`config.mk`:
```
export PLATFORM = sky130hd
export DESIGN_NAME = serial_adder
export DESIGN_NICKNAME = d
export VERILOG_FILES = /design/src/rtl/serial_adder.sv
export SDC_FILE = /design/constraint.sdc
export NUM_CORES = 1
export LEC_CHECK = 0
export CORE_MARGIN = 2
export CORE_UTILIZATION = 40
export DETAILED_ROUTE_END_ITERATION = 6
export GPL_ROUTABILITY_DRIVEN = 0
export MAX_ROUTING_LAYER = met4
export PLACE_DENSITY = 0.75
export SKIP_LAST_GASP = 1
export SLEW_MARGIN = 5
export SYNTH_ARGS = -nofsm -noshare
export SYNTH_HDL_FRONTEND = slang
export SYNTH_SLANG_ARGS = --single-unit
```
`constraint.sdc`:
```
create_clock -name clk -period 1.9 [get_ports clk]
set_input_delay 0.38 -clock clk [delete_from_list [all_inputs] [get_ports clk]]
set_output_delay 0.38 -clock clk [all_outputs]
set_load 0.005 [all_outputs]
```
`src/rtl/serial_adder.sv`:
```
// Bit-serial adder: one full-adder cell and a carry flop process one operand bit per clock.
// Operands enter through an in_valid/in_ready handshake; the registered sum/cout leave through out_valid/out_ready.
module serial_adder #(
    parameter int WIDTH = 4
) (
    input  logic             clk,
    input  logic             rst_n,
    input  logic             in_valid,
    output logic             in_ready,
    input  logic [WIDTH-1:0] a,
    input  logic [WIDTH-1:0] b,
    input  logic             cin,
    output logic             out_valid,
    input  logic             out_ready,
    output logic [WIDTH-1:0] sum,
    output logic             cout,
    output logic             busy,
    output logic [1:0]       state_dbg
);

    localparam int CW = (WIDTH > 1) ? $clog2(WIDTH) : 1;
    localparam logic [CW-1:0] LAST = CW'(WIDTH - 1);

    typedef enum logic [1:0] {
        IDLE = 2'd0,
        RUN  = 2'd1,
        DONE = 2'd2
    } state_t;

    state_t state;
    state_t state_nxt;

    logic [WIDTH-1:0] sa;
    logic [WIDTH-1:0] sb;
    logic [WIDTH-1:0] sr;
    logic [WIDTH-1:0] sr_nxt;
    logic             c;
    logic             c_nxt;
    logic             s;
    logic [CW-1:0]    cnt;
    logic             cout_q;
    logic             accept;
    logic             last_bit;

    // Handshakes: a transfer happens on a rising edge where valid and ready are
    // both high. in_ready is high only in IDLE, out_valid only in DONE; the
    // result stays stable while out_valid is high and out_ready is low.
    assign accept   = (state == IDLE) && in_valid;
    assign last_bit = (state == RUN) && (cnt == LAST);

    always_comb begin
        s      = sa[0] ^ sb[0] ^ c;
        c_nxt  = (sa[0] & sb[0]) | (sa[0] & c) | (sb[0] & c);
        sr_nxt = sr >> 1;
        sr_nxt[WIDTH-1] = s;
    end

    always_ff @(posedge clk or negedge rst_n) begin
        if (!rst_n) begin
            state <= IDLE;
        end else begin
            state <= state_nxt;
        end
    end

    always_comb begin
        state_nxt = state;
        case (state)
            IDLE: if (in_valid)  state_nxt = RUN;
            RUN:  if (last_bit)  state_nxt = DONE;
            DONE: if (out_ready) state_nxt = IDLE;
            default:             state_nxt = IDLE;
        endcase
    end

    // Datapath: operands shift right, the sum bit enters at the MSB so the
    // register holds the full result after WIDTH shifts.
    always_ff @(posedge clk or negedge rst_n) begin
        if (!rst_n) begin
            sa     <= '0;
            sb     <= '0;
            sr     <= '0;
            c      <= 1'b0;
            cnt    <= '0;
            cout_q <= 1'b0;
        end else if (accept) begin
            sa  <= a;
            sb  <= b;
            c   <= cin;
            cnt <= '0;
        end else if (state == RUN) begin
            sa  <= sa >> 1;
            sb  <= sb >> 1;
            c   <= c_nxt;
            sr  <= sr_nxt;
            cnt <= cnt + CW'(1);
            if (last_bit) begin
                cout_q <= c_nxt;
            end
        end
    end

    assign in_ready  = (state == IDLE) && rst_n;
    assign out_valid = (state == DONE);
    assign busy      = (state != IDLE);
    assign sum       = sr;
    assign cout      = cout_q;
    assign state_dbg = state;

endmodule

```
==> results of run 1 <==
## how the worst max path moves through the flow
| stage | startpoint | to | slack, ps | cells past startpoint |
|---|---|---|---|---|
| 6_report | state_dbg[1] | in_ready | 100 | 3 |
| 5_1_grt | state_dbg[1] | in_ready | 30 | 3 |
| 2_1_floorplan | state_dbg[1] | in_ready | 590 | 4 |
| 4_1_cts | state_dbg[1] | in_ready | 40 | 3 |
| 3_5_place_dp | rst_n | in_ready | -20 | 3 |
| 3_3_place_gp | rst_n | in_ready | -30 | 3 |
## flip-flops by register name, indices dropped and copies added, names as in the netlist
signal     cells
state_dbg      2
cnt            2
cout           1
sa             4
c              1
sum            4
sb             4
## cell usage after synthesis
cell	n	share of area, %
dfrtp_1	18	54
nand2_1	17	7.7
o22ai_1	14	11
a21oi_1	7	4.2
o21ai_0	7	4.2
buf_2	3	1.8
buf_4	3	2.7
nand2b_1	2	1.5
nor2_1	2	0.90
a211oi_1	1	0.90
and3_1	1	0.75
clkinv_1	1	0.45
fa_1	1	2.4
ha_1	1	1.5
inv_1	1	0.45
mux2_4	1	1.8
nand2_2	1	0.75
nor2b_1	1	0.75
nor2b_4	1	1.7
o31ai_1	1	0.90
## area by class of cell
class	instances	area share, %
Clock buffer	3	2.02
Tap cell	27	3.03
Inverter	2	0.673
Sequential cell	18	40.4
Multi-Input combinational cell	58	30.2
Timing Repair Buffer	28	23.7
## what timing repair did
item / CTS / global route
endpoints found under the hold margin: 0 / 0
pin swaps: 0 / 0
endpoints found under the setup margin: 1 / 1
setup buffers: 0 / 0
gates resized for setup: 1 / 1
## metal layers
layer  part of all wire (%)  GRT usage (%)
met1                     43           20.9
met2                     51           27.6
met3                    5.8           3.03
met4                   0.48           5.56
met5                      0              -
## metrics by stage
step	utilization (%)	hold WS (ps)
after CTS	56.8	219
final	56.8	218
after global placement	55.7	458
after floorplan	-	84.4
after detailed placement	55.7	476
after global routing	56.8	223
## logic make-up (layout without fill, tap and decap cells)
kind of cell / Yosys count / after routing / share of synthesized area [%]
AND/OR/NAND/NOR: 25 / 25 / 14.0
buffers and inverters: 8 / 33 / 5.41
flip-flops: 18 / 18 / 54.1
multiplexers: 1 / 1 / 1.80
adder cells (fa/ha/maj): 2 / 2 / 3.91
AO/OA/AOI/OAI: 30 / 30 / 20.8
## power by group through the flow
stage	Sequential, mW	Clock [mW]	Combinational [mW]
2_1_floorplan	0.686	0	0.571
3_5_place_dp	0.709	0	0.911
3_3_place_gp	0.700	0	0.870
6_report	0.700	0.188	0.902
4_1_cts	0.700	0.194	0.916
5_1_grt	0.725	0.208	1.01
==> reports/qor.yml, run 1 <==
cells_and_area:
  stdcell_area_um2: 1110
  multi_input_comb_area_um2: 337
  drive_gt1_share_pct: 11.9
  regArea_um2: 450
  final_net_count: 126
  antenna-diode-count: 0
  final_cell_mix: "clkdlybuf4s50_1 (21), dfrtp_1 (18), nand2_1 (17)"
  layout_commonest_cell: "clkdlybuf4s50_1"
  fillers: 180
  final_cells: 136
  area_growth_pct: 34.0
power_and_ir_drop:
  cellPowerDensity_nw_per_um2: 1610
  combPwrFrac_pct: 50.4
  total_power_mw: 1.79
  power_leakage_nw: 0.491
  p_switching_mw: 0.684
  p_int_mw: 1.11
  clkPwrFrac_pct: 10.5
  peakVddDrop_v: 0.000821
  seq_power_share_pct: 39.1
  switching_share_pct: 38.2
clocking:
  numCtsBuffers: 3
  clk_latency_ps: 290
  clkSinkCount: 18
  holdBufCountCts: 0
  cts.reportedPaths.clkPinSlew_ps: 100
  root_buffer: "clkbuf_4"
  h-tree-depth: 1
  cts_tree: "yes"
  clockBufferDepth: 2
floorplan:
  die_x_um: 49.6
  start_util_pct: 42.4
  dieArea_um2: 2460
  die_h_um: 49.6
  ios: 23
  core_area_um2: 1960
  row_count: 16
grt:
  grt_pass1_vias: 689
  gr-usage-all-layers_pct: 16.8
  grt_max_degree: 19
  antenna_found_initial: 0
  gr-total-overflow: 0
  grt_pass1_wl_um: 3050
critical_path:
  crit_arrival_ps: 1420
  path_cells: "inv_2, and3_1, clkdlybuf4s50_1"
  critPathTopFamily: "buffers and inverters"
  cpPeakStageDelay_ps: 500
  r2r_setup_slack_ps: 540
  critPathSlowestCell: "clkdlybuf4s50_1"
  rr_worst_depth: 4
  critPathKind: "reg -> out"
  timing.rr.end: "sb[0]"
  path_buf_inv: 2
  critPathLaunchType: "flip-flop"
  crit_required_ps: 1520
  cp-end-kind: "output port"
  critPathMaxFanout: 4
  r2r-start: "state_dbg[1]"
drt:
  drtIter0Drc: 18
  drt_wl_total_um: 1870
  first_pass_iters: 4
  ant_nets: 0
  vias_per_cell: 5.34
  vias: 726
  drc: 0
  routedWlPerCell_um: 13.8
yosys:
  yosysUniqueCellTypes: 20
  ys_seq_elements: 18
  syn_avg_cell_area_um2: 9.91
  syn_nets: 99
  synth_area_um2: 832
  yosysSeqAreaShare_pct: 54.1
  postSynthCellCount: 84
  ys.warnings.count: 0
placement:
  hpwl_um: 1420
  dpl_cell_area_um2: 1090
  dpl_worst_slack_ps: -18.5
  io_buffers: 22
  dp_cells: 133
timing:
  timing.fmax_ghz: 0.555
  fin_worst_skew_ps: 0.650
  fin_ws_ps: 98.5
  slew_violations: 0
  fin_crit_sh_pct: 94.8
  setup_tns_ps: 0
  finalHoldViolations: 0
  period_minus_slack_ps: 1800
  setup_viol: 0
  relSlewSlack_pct: 71.0
  rsz0062_at_grt: "no"
  worst_pin_slew_ps: 435
run:
  max_cap_viol_count: 0
status:
  outcome: "completed"
min_path:
  hold_class: "in -> async"
No activity file was read; power rests on OpenSTA's default activity.
==> inputs of run 2 (changes only) <==
--- a/config.mk
+++ b/config.mk
@@ -9,6 +9,7 @@
 export CORE_UTILIZATION = 40
 export DETAILED_ROUTE_END_ITERATION = 6
 export GPL_ROUTABILITY_DRIVEN = 0
+export GPL_TIMING_DRIVEN = 1
 export MAX_ROUTING_LAYER = met4
 export PLACE_DENSITY = 0.75
 export SKIP_LAST_GASP = 1
==> results of run 2 <==
Final layout, timing and power as in run 1 (identical DEF).
==> RTL change: new RTL, config.mk and constraints of run 2 <==
The parameter `WIDTH` goes from 4 to 2.
--- a/src/rtl/serial_adder.sv
+++ b/src/rtl/serial_adder.sv
@@ -1,7 +1,7 @@
 // Bit-serial adder: one full-adder cell and a carry flop process one operand bit per clock.
 // Operands enter through an in_valid/in_ready handshake; the registered sum/cout leave through out_valid/out_ready.
 module serial_adder #(
-    parameter int WIDTH = 4
+    parameter int WIDTH = 2
 ) (
     input  logic             clk,
     input  logic             rst_n,
Interface: changed (resized a, b and sum); port bits go from 23 to 17. No check against the original RTL was run, so the function may have changed too.
==> RTL change against run 2 <==
  * Via count decreased by 40%
  * Sequential cell count decreased by 7
  * Design area shrank 31%
  * Wire length decreased by 40%
  * Worst setup slack got worse by 0.021 ns
  * Power is 31% lower
  * Clock skew is 0.0022 ns higher
  * Area after synthesis fell by 35%
  * Sequential power fell by 38%
  * Largest power group unchanged
  * Register-to-register slack better by 0.09 ns
==> RTL change: results <==
[pwr]
p_leak_nw = 0.335
p_sw_mw = 0.417
clk-power_mw = 0.151
seq_power_mw = 0.437
peakVddDrop_mv = 0.870
power.density_mw_per_mm2 = 1610

[placed_design]
io_buffers = 16
place_hpwl_um = 831
place_ws_ns = -0.00353
placed_area_um2 = 727

[global_routing]
gr-usage-all-layers_pct = 18.6
grt_pass1_wl_um = 1860
grt_pass1_vias = 426
grt_max_degree = 14

[sta]
tightest_slew_ns = 0.226
fin_skew_ns = 0.00286

[setup_path]
worstPathArrival_ns = 1.44
cpLargestDelayFamily = buffers and inverters
cp_max_fo = 13
worst_r2r_path_depth = 2

[final_layout]
seq_share_pct = 35.7
n_all_buffers = 21
layout-drive-gt1-share_pct = 24.3
nonClkBufAreaFrac_pct = 26.0
seq_cell_count = 11
clk_share_pct = 3.41
fin_nets = 81
num-fill-cells = 113
multiInputGateArea_um2 = 243
multi_input_gates = 32
nClkBuffers = 4

[route]
drt_iter0_markers = 7
viasPerCell = 5.12
dr.pass1.iters = 4
wire_per_inst_um = 13.3

[outcome]
status = finished, final reports clean

[clock_tree]
clockBufferDepth = 2
clkSlewWorstSetupHoldPaths_ns = 0.07
insertion_delay_ns = 0.26

[synth]
synth_common_cells = 11 x dfrtp_1, 6 x o21ai_0, 5 x nor2_1
synth_area_leaders = dfrtp_1 51%, mux2_4 8.4%, o21ai_0 5.6%
syn-num-nets = 56
ys_seq_area_share_pct = 51.3

[floorplanning]
taps = 15

[hold_path]
hold_class = input pin to async pin
RTL change: cell types whose count changed after synthesis, moves of 7 or more:
cell	delta
nand2_1	-15
dfrtp_1	-7
a21oi_1	-7
o22ai_1	-11
RTL change: worst reg2reg max path: stages (launching register included):
cell and delay, ns:
dfrtp_1 0.41, fa_1 0.47, mux2_4 0.27
RTL change: per-layer routing:
layer	global-route usage, %	share of wire [%]	wire [µm]
met2	28.6	46	522
met5	-	0	0
met3	3.26	6.0	68
met4	10.0	0.35	4
met1	23.3	47	536
RTL change: through the flow:
step           instances   TNS, ns  power, mW  hold slack [ns]
6_report              85         0       1.24            0.481
5_1_grt               85  -0.00450       1.34            0.470
4_1_cts               83         0       1.23            0.472
3_5_place_dp          79  -0.00353       1.08            0.506
3_3_place_gp          79   -0.0146       1.05            0.493
2_1_floorplan         46         0      0.820           0.0844
RTL change: final timing paths:
path                                           from                 end  slack (ns)
max                        state_dbg[0]$_DFFE_PN0P_           out_valid        0.08
min                                           rst_n  sum[0]$_DFFE_PN0P_        0.48
max reg2reg                           c$_DFFE_PN0P_  sum[1]$_DFFE_PN0P_        0.63
min reg2reg                      sum[0]$_DFFE_PN0P_  sum[0]$_DFFE_PN0P_        0.52
max in group asynchronous                     rst_n   sa[0]$_DFFE_PN0P_        1.27
min in group clk                 sum[0]$_DFFE_PN0P_  sum[0]$_DFFE_PN0P_        0.52
RTL change: logic make-up after synthesis:
group	share of synthesized area [%]
simple gates	15.4
mux	8.39
buf+inv	3.50
flops	51.3
compound gates	17.7
fa+ha+maj	3.73
RTL change: what timing repair did:
action / in CTS / in global routing
hold endpoints to repair: 0 / 0
resized for setup: 1 / 1
buffers inserted: 0 / 2
setup endpoints to repair: 1 / 1
